===== config.mk =====
export PLATFORM = sky130hd
export DESIGN_NAME = dm_responder
export DESIGN_NICKNAME = d
export VERILOG_FILES = /design/src/rtl/dm_pkg.sv /design/src/rtl/dm_word_ram.sv /design/src/rtl/dm_responder.sv
export SDC_FILE = /design/constraint.sdc
export NUM_CORES = 2
export LEC_CHECK = 0
export BUFFER_PORTS_ARGS = -buffer_cell sky130_fd_sc_hd__buf_2
export CAP_MARGIN = 20
export CORE_ASPECT_RATIO = 0.9
export CORE_MARGIN = 10
export CORE_UTILIZATION = 62
export CTS_BUF_LIST = sky130_fd_sc_hd__clkbuf_8
export DETAILED_ROUTE_END_ITERATION = 7
export PLACE_DENSITY = 0.79
export SETUP_SLACK_MARGIN = 0.02
export SLEW_MARGIN = 25
export SYNTH_ARGS = -nofsm -noshare
export SYNTH_HDL_FRONTEND = slang
export SYNTH_HIERARCHICAL = 1
export SYNTH_SLANG_ARGS = --single-unit

===== constraint.sdc =====
create_clock -name clk -period 8.42 [get_ports clk]
set_input_delay 0.421 -clock clk [delete_from_list [all_inputs] [get_ports clk]]
set_output_delay 0.421 -clock clk [all_outputs]
set_load 0.02 [all_outputs]

===== src/rtl/dm_pkg.sv =====
// Shared definitions for the data-memory responder.
// Contents: FSM state encoding, word and counter widths, alignment mask.
// The optional alignment check is enabled by defining DM_ALIGN_CHECK_EN.
package dm_pkg;

  localparam int unsigned DM_WORD_W = 32;
  localparam int unsigned DM_CNT_W  = 4;

  localparam logic [1:0] ALIGN_MASK = 2'b11;

  typedef enum logic [1:0] {
    IDLE = 2'd0,
    WAIT = 2'd1,
    RESP = 2'd2
  } dm_state_e;

endpackage


===== src/rtl/dm_word_ram.sv =====
// Word array backing the data-memory responder.
// Ports:
//   clk      clock, write on rising edge
//   we_i     write enable
//   widx_i   write word index
//   wdata_i  write data
//   ridx_i   read word index (asynchronous read)
//   rdata_o  read data
module dm_word_ram
  import dm_pkg::*;
#(
  parameter int unsigned DEPTH_WORDS = 64,
  parameter int unsigned IDX_W       = $clog2(DEPTH_WORDS)
) (
  input  logic                 clk,
  input  logic                 we_i,
  input  logic [IDX_W-1:0]     widx_i,
  input  logic [DM_WORD_W-1:0] wdata_i,
  input  logic [IDX_W-1:0]     ridx_i,
  output logic [DM_WORD_W-1:0] rdata_o
);

  logic [DM_WORD_W-1:0] mem_q [DEPTH_WORDS];

  // Contents are intentionally not reset.
  always_ff @(posedge clk) begin
    if (we_i) begin
      mem_q[widx_i] <= wdata_i;
    end
  end

  assign rdata_o = mem_q[ridx_i];

endmodule


===== src/rtl/dm_responder.sv =====
// Memory-side responder for the data-memory port: one outstanding load/store,
// fixed response latency, valid/ready on both request and response.
// Ports:
//   clk, INT_n              clock, synchronous active-low reset
//   req_valid/req_ready     request handshake (req_ready high only in IDLE, out of reset)
//   req_we/addr/wdata       request payload, latched on acceptance
//   rsp_valid/rsp_ready     response handshake, response held until consumed
//   rsp_rdata/rsp_err       load data (0 for stores/errors) and alignment error
//   busy                    high in WAIT or RESP
// Optional feature: define DM_ALIGN_CHECK_EN to reject misaligned addresses.
module dm_responder
  import dm_pkg::*;
#(
  parameter int unsigned DEPTH_WORDS = 64,
  parameter int unsigned LATENCY     = 2
) (
  input  logic        clk,
  input  logic        INT_n,
  input  logic        req_valid,
  output logic        req_ready,
  input  logic        req_we,
  input  logic [31:0] req_addr,
  input  logic [31:0] req_wdata,
  output logic        rsp_valid,
  input  logic        rsp_ready,
  output logic [31:0] rsp_rdata,
  output logic        rsp_err,
  output logic        busy
);

  localparam int unsigned IDX_W  = $clog2(DEPTH_WORDS);
  localparam int unsigned ADDR_W = IDX_W + 2;
  localparam bit          LAT1   = (LATENCY == 1);
  localparam logic [DM_CNT_W-1:0] CNT_INIT =
    DM_CNT_W'((LATENCY >= 2) ? (LATENCY - 2) : 0);

  dm_state_e              state_q;
  logic [DM_CNT_W-1:0]    cnt_q;
  logic                   we_q;
  logic [ADDR_W-1:0]      addr_q;
  logic [DM_WORD_W-1:0]   wdata_q;
  logic                   rsp_valid_q;
  logic [DM_WORD_W-1:0]   rsp_rdata_q;
  logic                   rsp_err_q;
  logic                   busy_q;

  logic                   cur_we;
  logic [ADDR_W-1:0]      cur_addr;
  logic [DM_WORD_W-1:0]   cur_wdata;
  logic                   cur_err;
  logic                   go_resp;
  logic                   ram_we;
  logic [DM_WORD_W-1:0]   ram_rdata;
  logic                   unused_bits;

  // With LATENCY=1 the RESP entry edge is the accept edge, so the live
  // request feeds the datapath in IDLE; otherwise the latched copy does.
  always_comb begin
    cur_we    = we_q;
    cur_addr  = addr_q;
    cur_wdata = wdata_q;
    if (state_q == IDLE) begin
      cur_we    = req_we;
      cur_addr  = req_addr[ADDR_W-1:0];
      cur_wdata = req_wdata;
    end
  end

`ifdef DM_ALIGN_CHECK_EN
  assign cur_err     = (cur_addr[1:0] & ALIGN_MASK) != 2'b00;
  assign unused_bits = ^req_addr[31:ADDR_W];
`else
  assign cur_err     = 1'b0;
  assign unused_bits = ^{req_addr[31:ADDR_W], cur_addr[1:0]};
`endif

  // Edge on which the request completes (store commit / load capture).
  always_comb begin
    go_resp = 1'b0;
    if (INT_n) begin
      if (state_q == IDLE) begin
        go_resp = LAT1 && req_valid;
      end else if (state_q == WAIT) begin
        go_resp = (cnt_q == '0);
      end
    end
  end

  assign ram_we = go_resp && cur_we && !cur_err;

  dm_word_ram #(
    .DEPTH_WORDS (DEPTH_WORDS),
    .IDX_W       (IDX_W)
  ) u_ram (
    .clk     (clk),
    .we_i    (ram_we),
    .widx_i  (cur_addr[ADDR_W-1:2]),
    .wdata_i (cur_wdata),
    .ridx_i  (cur_addr[ADDR_W-1:2]),
    .rdata_o (ram_rdata)
  );

  // FSM, latency counter, request latches and response registers.
  always_ff @(posedge clk) begin
    if (!INT_n) begin
      state_q     <= IDLE;
      cnt_q       <= '0;
      rsp_valid_q <= 1'b0;
      rsp_rdata_q <= '0;
      rsp_err_q   <= 1'b0;
      busy_q      <= 1'b0;
    end else begin
      case (state_q)
        IDLE: begin
          if (req_valid) begin
            we_q    <= req_we;
            addr_q  <= req_addr[ADDR_W-1:0];
            wdata_q <= req_wdata;
            busy_q  <= 1'b1;
            if (LAT1) begin
              state_q <= RESP;
            end else begin
              state_q <= WAIT;
              cnt_q   <= CNT_INIT;
            end
          end
        end
        WAIT: begin
          if (cnt_q == '0) begin
            state_q <= RESP;
          end else begin
            cnt_q <= cnt_q - DM_CNT_W'(1);
          end
        end
        RESP: begin
          if (rsp_ready) begin
            state_q     <= IDLE;
            rsp_valid_q <= 1'b0;
            busy_q      <= 1'b0;
          end
        end
        default: begin
          state_q <= IDLE;
          busy_q  <= 1'b0;
        end
      endcase

      if (go_resp) begin
        rsp_valid_q <= 1'b1;
        rsp_err_q   <= cur_err;
        rsp_rdata_q <= (cur_we || cur_err) ? '0 : ram_rdata;
      end
    end
  end

  assign req_ready = (state_q == IDLE) && INT_n;
  assign rsp_valid = rsp_valid_q;
  assign rsp_rdata = rsp_rdata_q;
  assign rsp_err   = rsp_err_q;
  assign busy      = busy_q;

endmodule


==> impl_metrics.tcl <==
set metrics [dict create \
    status "finished clean" \
    regToRegStartpoint "state_q[0]$_SDFFE_PN0P_" \
    criticalPathCategory "flop to flop" \
    cts_root_buf "clkbuf_8" \
    clk_latency_ns 1.01 \
    die_x_microns 401 \
    critPathMaxStageDelay_ns 0.92 \
    crit_slowest_cell "nand4_1" \
    fp-row-count 125 \
    die_area_sq_um 146000 \
    grt_pass1_wl_microns 281000 \
    path_clk_slew_ns 0.06 \
    hold_viol_final 0 \
    gp_congestion 0.771 \
    grt_overflow 0 \
    hold_class "primary input to flop" \
    port-buffer-count 77 \
    cts_setup_buffers 0 \
    rsz0062_at_grt "no" \
    pwr_density_cell_nw_per_um2 257 \
    ys_warn_count 6 \
    drv_cap 0 \
    clock_path_buffers 4 \
    cp_max_fo 114 \
    cp.arrival_ns 6.39 \
    syn_area_sq_um 81100 \
    drive_gt1_frac 0.296 \
    die_h_microns 363 \
    leakage_nw 28.8 \
    fin_tns_setup_ns 0 \
    tritoncts "yes" \
    cp-start-kind "flop" \
    yosysTopAreaCell "edfxtp_1" \
    peakVddDrop_v 0.000209 \
    endpoint_kind "flop" \
    crit_path_cell_trace "nor2_4, buf_4, mux2_8, buf_12, nand4_1, nor2_4, buf_4" \
    slew-limit-headroom 0.274 \
    initial_core_util 0.626 \
    worstMarginPinSlew_ns 1.09 \
    r2r_slack_ns 2.62 \
    htreeDepth 5 \
    synth.area.top_cells "edfxtp_1 77%, mux4_2 15%, mux2i_1 1.1%" \
    setup_viol 0 \
    grt_max_degree 115 \
    final_common_cell "edfxtp_1" \
    multiInputGateArea_sq_um 17300 \
    fin_crit_ns 5.80 \
    synth-seq-cells 2127 \
    drc 0 \
    antenna_found_initial 9 \
    final_cell_area_sq_um 90500 \
    yosysSeqAreaShare 0.783 \
    syn-instance-count 3570 \
    fin_cells 5865 \
    r2r_cells 7 \
    worstPathRequired_ns 9.01 \
    dpl-instance-area_sq_um 84100 \
    fillerInstances 7206 \
    dr_total_vias 40000 \
    crit_path_start "state_q[0]$_SDFFE_PN0P_" \
    fin_skew_ns 0.0564 \
    synth_edf_count 2087 \
    endpoint "u_ram/mem_q[7][21]$_DFFE_PP_" \
    crit_cells 7 \
    ff_latch_area_sq_um 63500 \
    postRouteWirelength_microns 193000 \
    antenna_left 0 \
    yosysTopAreaCellShare 0.773 \
    async_flop_share 0 \
    cp_num_buf_inv 3 \
    synth_ff_type "edfxtp_1" \
    nets 3995 \
    core_sq_um 129000 \
    via_per_inst 6.82 \
    grt_use_total 0.266 \
    cts_sinks 2127 \
    grt_pass1_vias 40700 \
    dr.pass1.iters 6 \
    period_share 0.689 \
    synth_nets 3640 \
    final_cell_mix "2087 x edfxtp_1, 544 x mux4_2, 343 x clkbuf_8" \
    place_hpwl_microns 102000 \
    syn2layout_area_growth_pct 11.7 \
    drt_iter0_drc 5988 \
    clock.fmax_mhz 172 \
    cts_buffers 331 \
    dp_cells 5262 \
    avgSynthCellArea_sq_um 22.7 \
    r2r-end "u_ram/mem_q[7][21]$_DFFE_PP_" \
    yosysUniqueCellTypes 49 \
    wire_per_inst_microns 32.9 \
    ios 105 \
    power_mw 23.2 \
    path_delay_family "simple AND/OR/NAND/NOR gates" \
    final_max_slew_viol_count 0 \
    holdWs_ns 0.154 \
]
through the flow:
stage | worst slack, ns | util
2_1_floorplan | 3.95 | -
3_3_place_gp | 3.19 | 0.649
3_5_place_dp | 3.07 | 0.650
4_1_cts | 3.04 | 0.699
5_1_grt | 2.53 | 0.699
6_report | 2.62 | 0.699
repair_timing:
item / CTS / global route
endpoints found under the hold margin: 47 / 0
hold buffers: 44 / 0
resized for setup: 0 / 0
flip-flops by register name (all words and copies together), names as in the netlist:
signal / count
cnt_q: 4
busy: 1
wdata_q: 32
addr_q: 6
rsp_valid: 1
rsp_rdata: 32
we_q: 1
state_q: 2
u_ram/mem_q: 2048
layout make-up:
class,instances,area share
flip-flops and latches,2127,0.701
multi-input cells,1235,0.191
clock buffers,343,0.0521
well taps,1714,0.0237
repair buffers,224,0.0193
clock inverters,212,0.0129
inverters,6,0.000249
diodes,4,0.000111
how the worst min path moves through the flow:
stage | start | end | slack [ns] | cells past startpoint
floorplan | cnt_q[1]$_SDFFE_PN0P_ | cnt_q[1]$_SDFFE_PN0P_ | 0.46 | 2
global placement | rsp_rdata[23]$_SDFFE_PN0P_ | rsp_rdata[23]$_SDFFE_PN0P_ | 0.45 | 2
detailed placement | rsp_rdata[9]$_SDFFE_PN0P_ | rsp_rdata[9]$_SDFFE_PN0P_ | 0.46 | 2
CTS | req_addr[7] | addr_q[7]$_DFFE_PP_ | 0.08 | 2
global route | req_addr[7] | addr_q[7]$_DFFE_PP_ | 0.12 | 2
finish | req_addr[5] | addr_q[5]$_DFFE_PP_ | 0.15 | 2
synthesized netlist by cell type, types with 5 or more instances:
cell	number
edfxtp_1	2087
buf_6	5
mux2_1	5
nor3_1	10
dfxtp_1	40
a311oi_1	8
o21ai_0	5
nand2b_1	8
a21oi_1	66
nand3_1	6
nor2_1	140
buf_2	61
mux2_2	33
nand3b_1	5
buf_1	23
mux2i_1	93
inv_1	5
o22ai_1	116
nor2b_1	17
and3_1	6
clkbuf_1	87
a22oi_1	12
buf_4	26
nand2_1	93
mux4_2	544
o221ai_1	27
worst register-to-register path, cell delays in order (launching register included):
cell     delay [ns]
dfxtp_1        0.47
nor2_4         0.73
buf_4          0.58
mux2_8         0.80
buf_12         0.69
nand4_1        1.12
nor2_4         0.32
buf_4          0.64
metal layers:
layer / wire (microns) / up-vias / track usage
met5: 37 / - / 0
met4: 6450 / 6 / 0.0942
met3: 26500 / 413 / 0.0755
met2: 89500 / 2972 / 0.400
met1: 70600 / 20700 / 0.378
li1: - / 15900 / -
report_power, final:
group | switching (mW) | internal (mW) | total [mW] | leakage [nW]
registers | 0.0297 | 12.1 | 12.1 | 19.1
logic | 2.03 | 1.20 | 3.23 | 6.33
clock network | 3.77 | 4.11 | 7.88 | 3.36
total | 5.83 | 17.4 | 23.2 | 28.8
kinds of logic (layout without fill, tap and decap cells):
logic type | after synthesis | in the layout | share of synthesized area
flops | 2127 | 2127 | 0.783
mux | 675 | 675 | 0.168
simple gates | 310 | 310 | 0.0170
compound gates | 248 | 248 | 0.0198
buf+inv | 208 | 785 | 0.0122
fa+ha+maj | 1 | 1 | 0.000154
other cells | 1 | 5 | 0.0000463
Power figures use the tool's default switching activity.
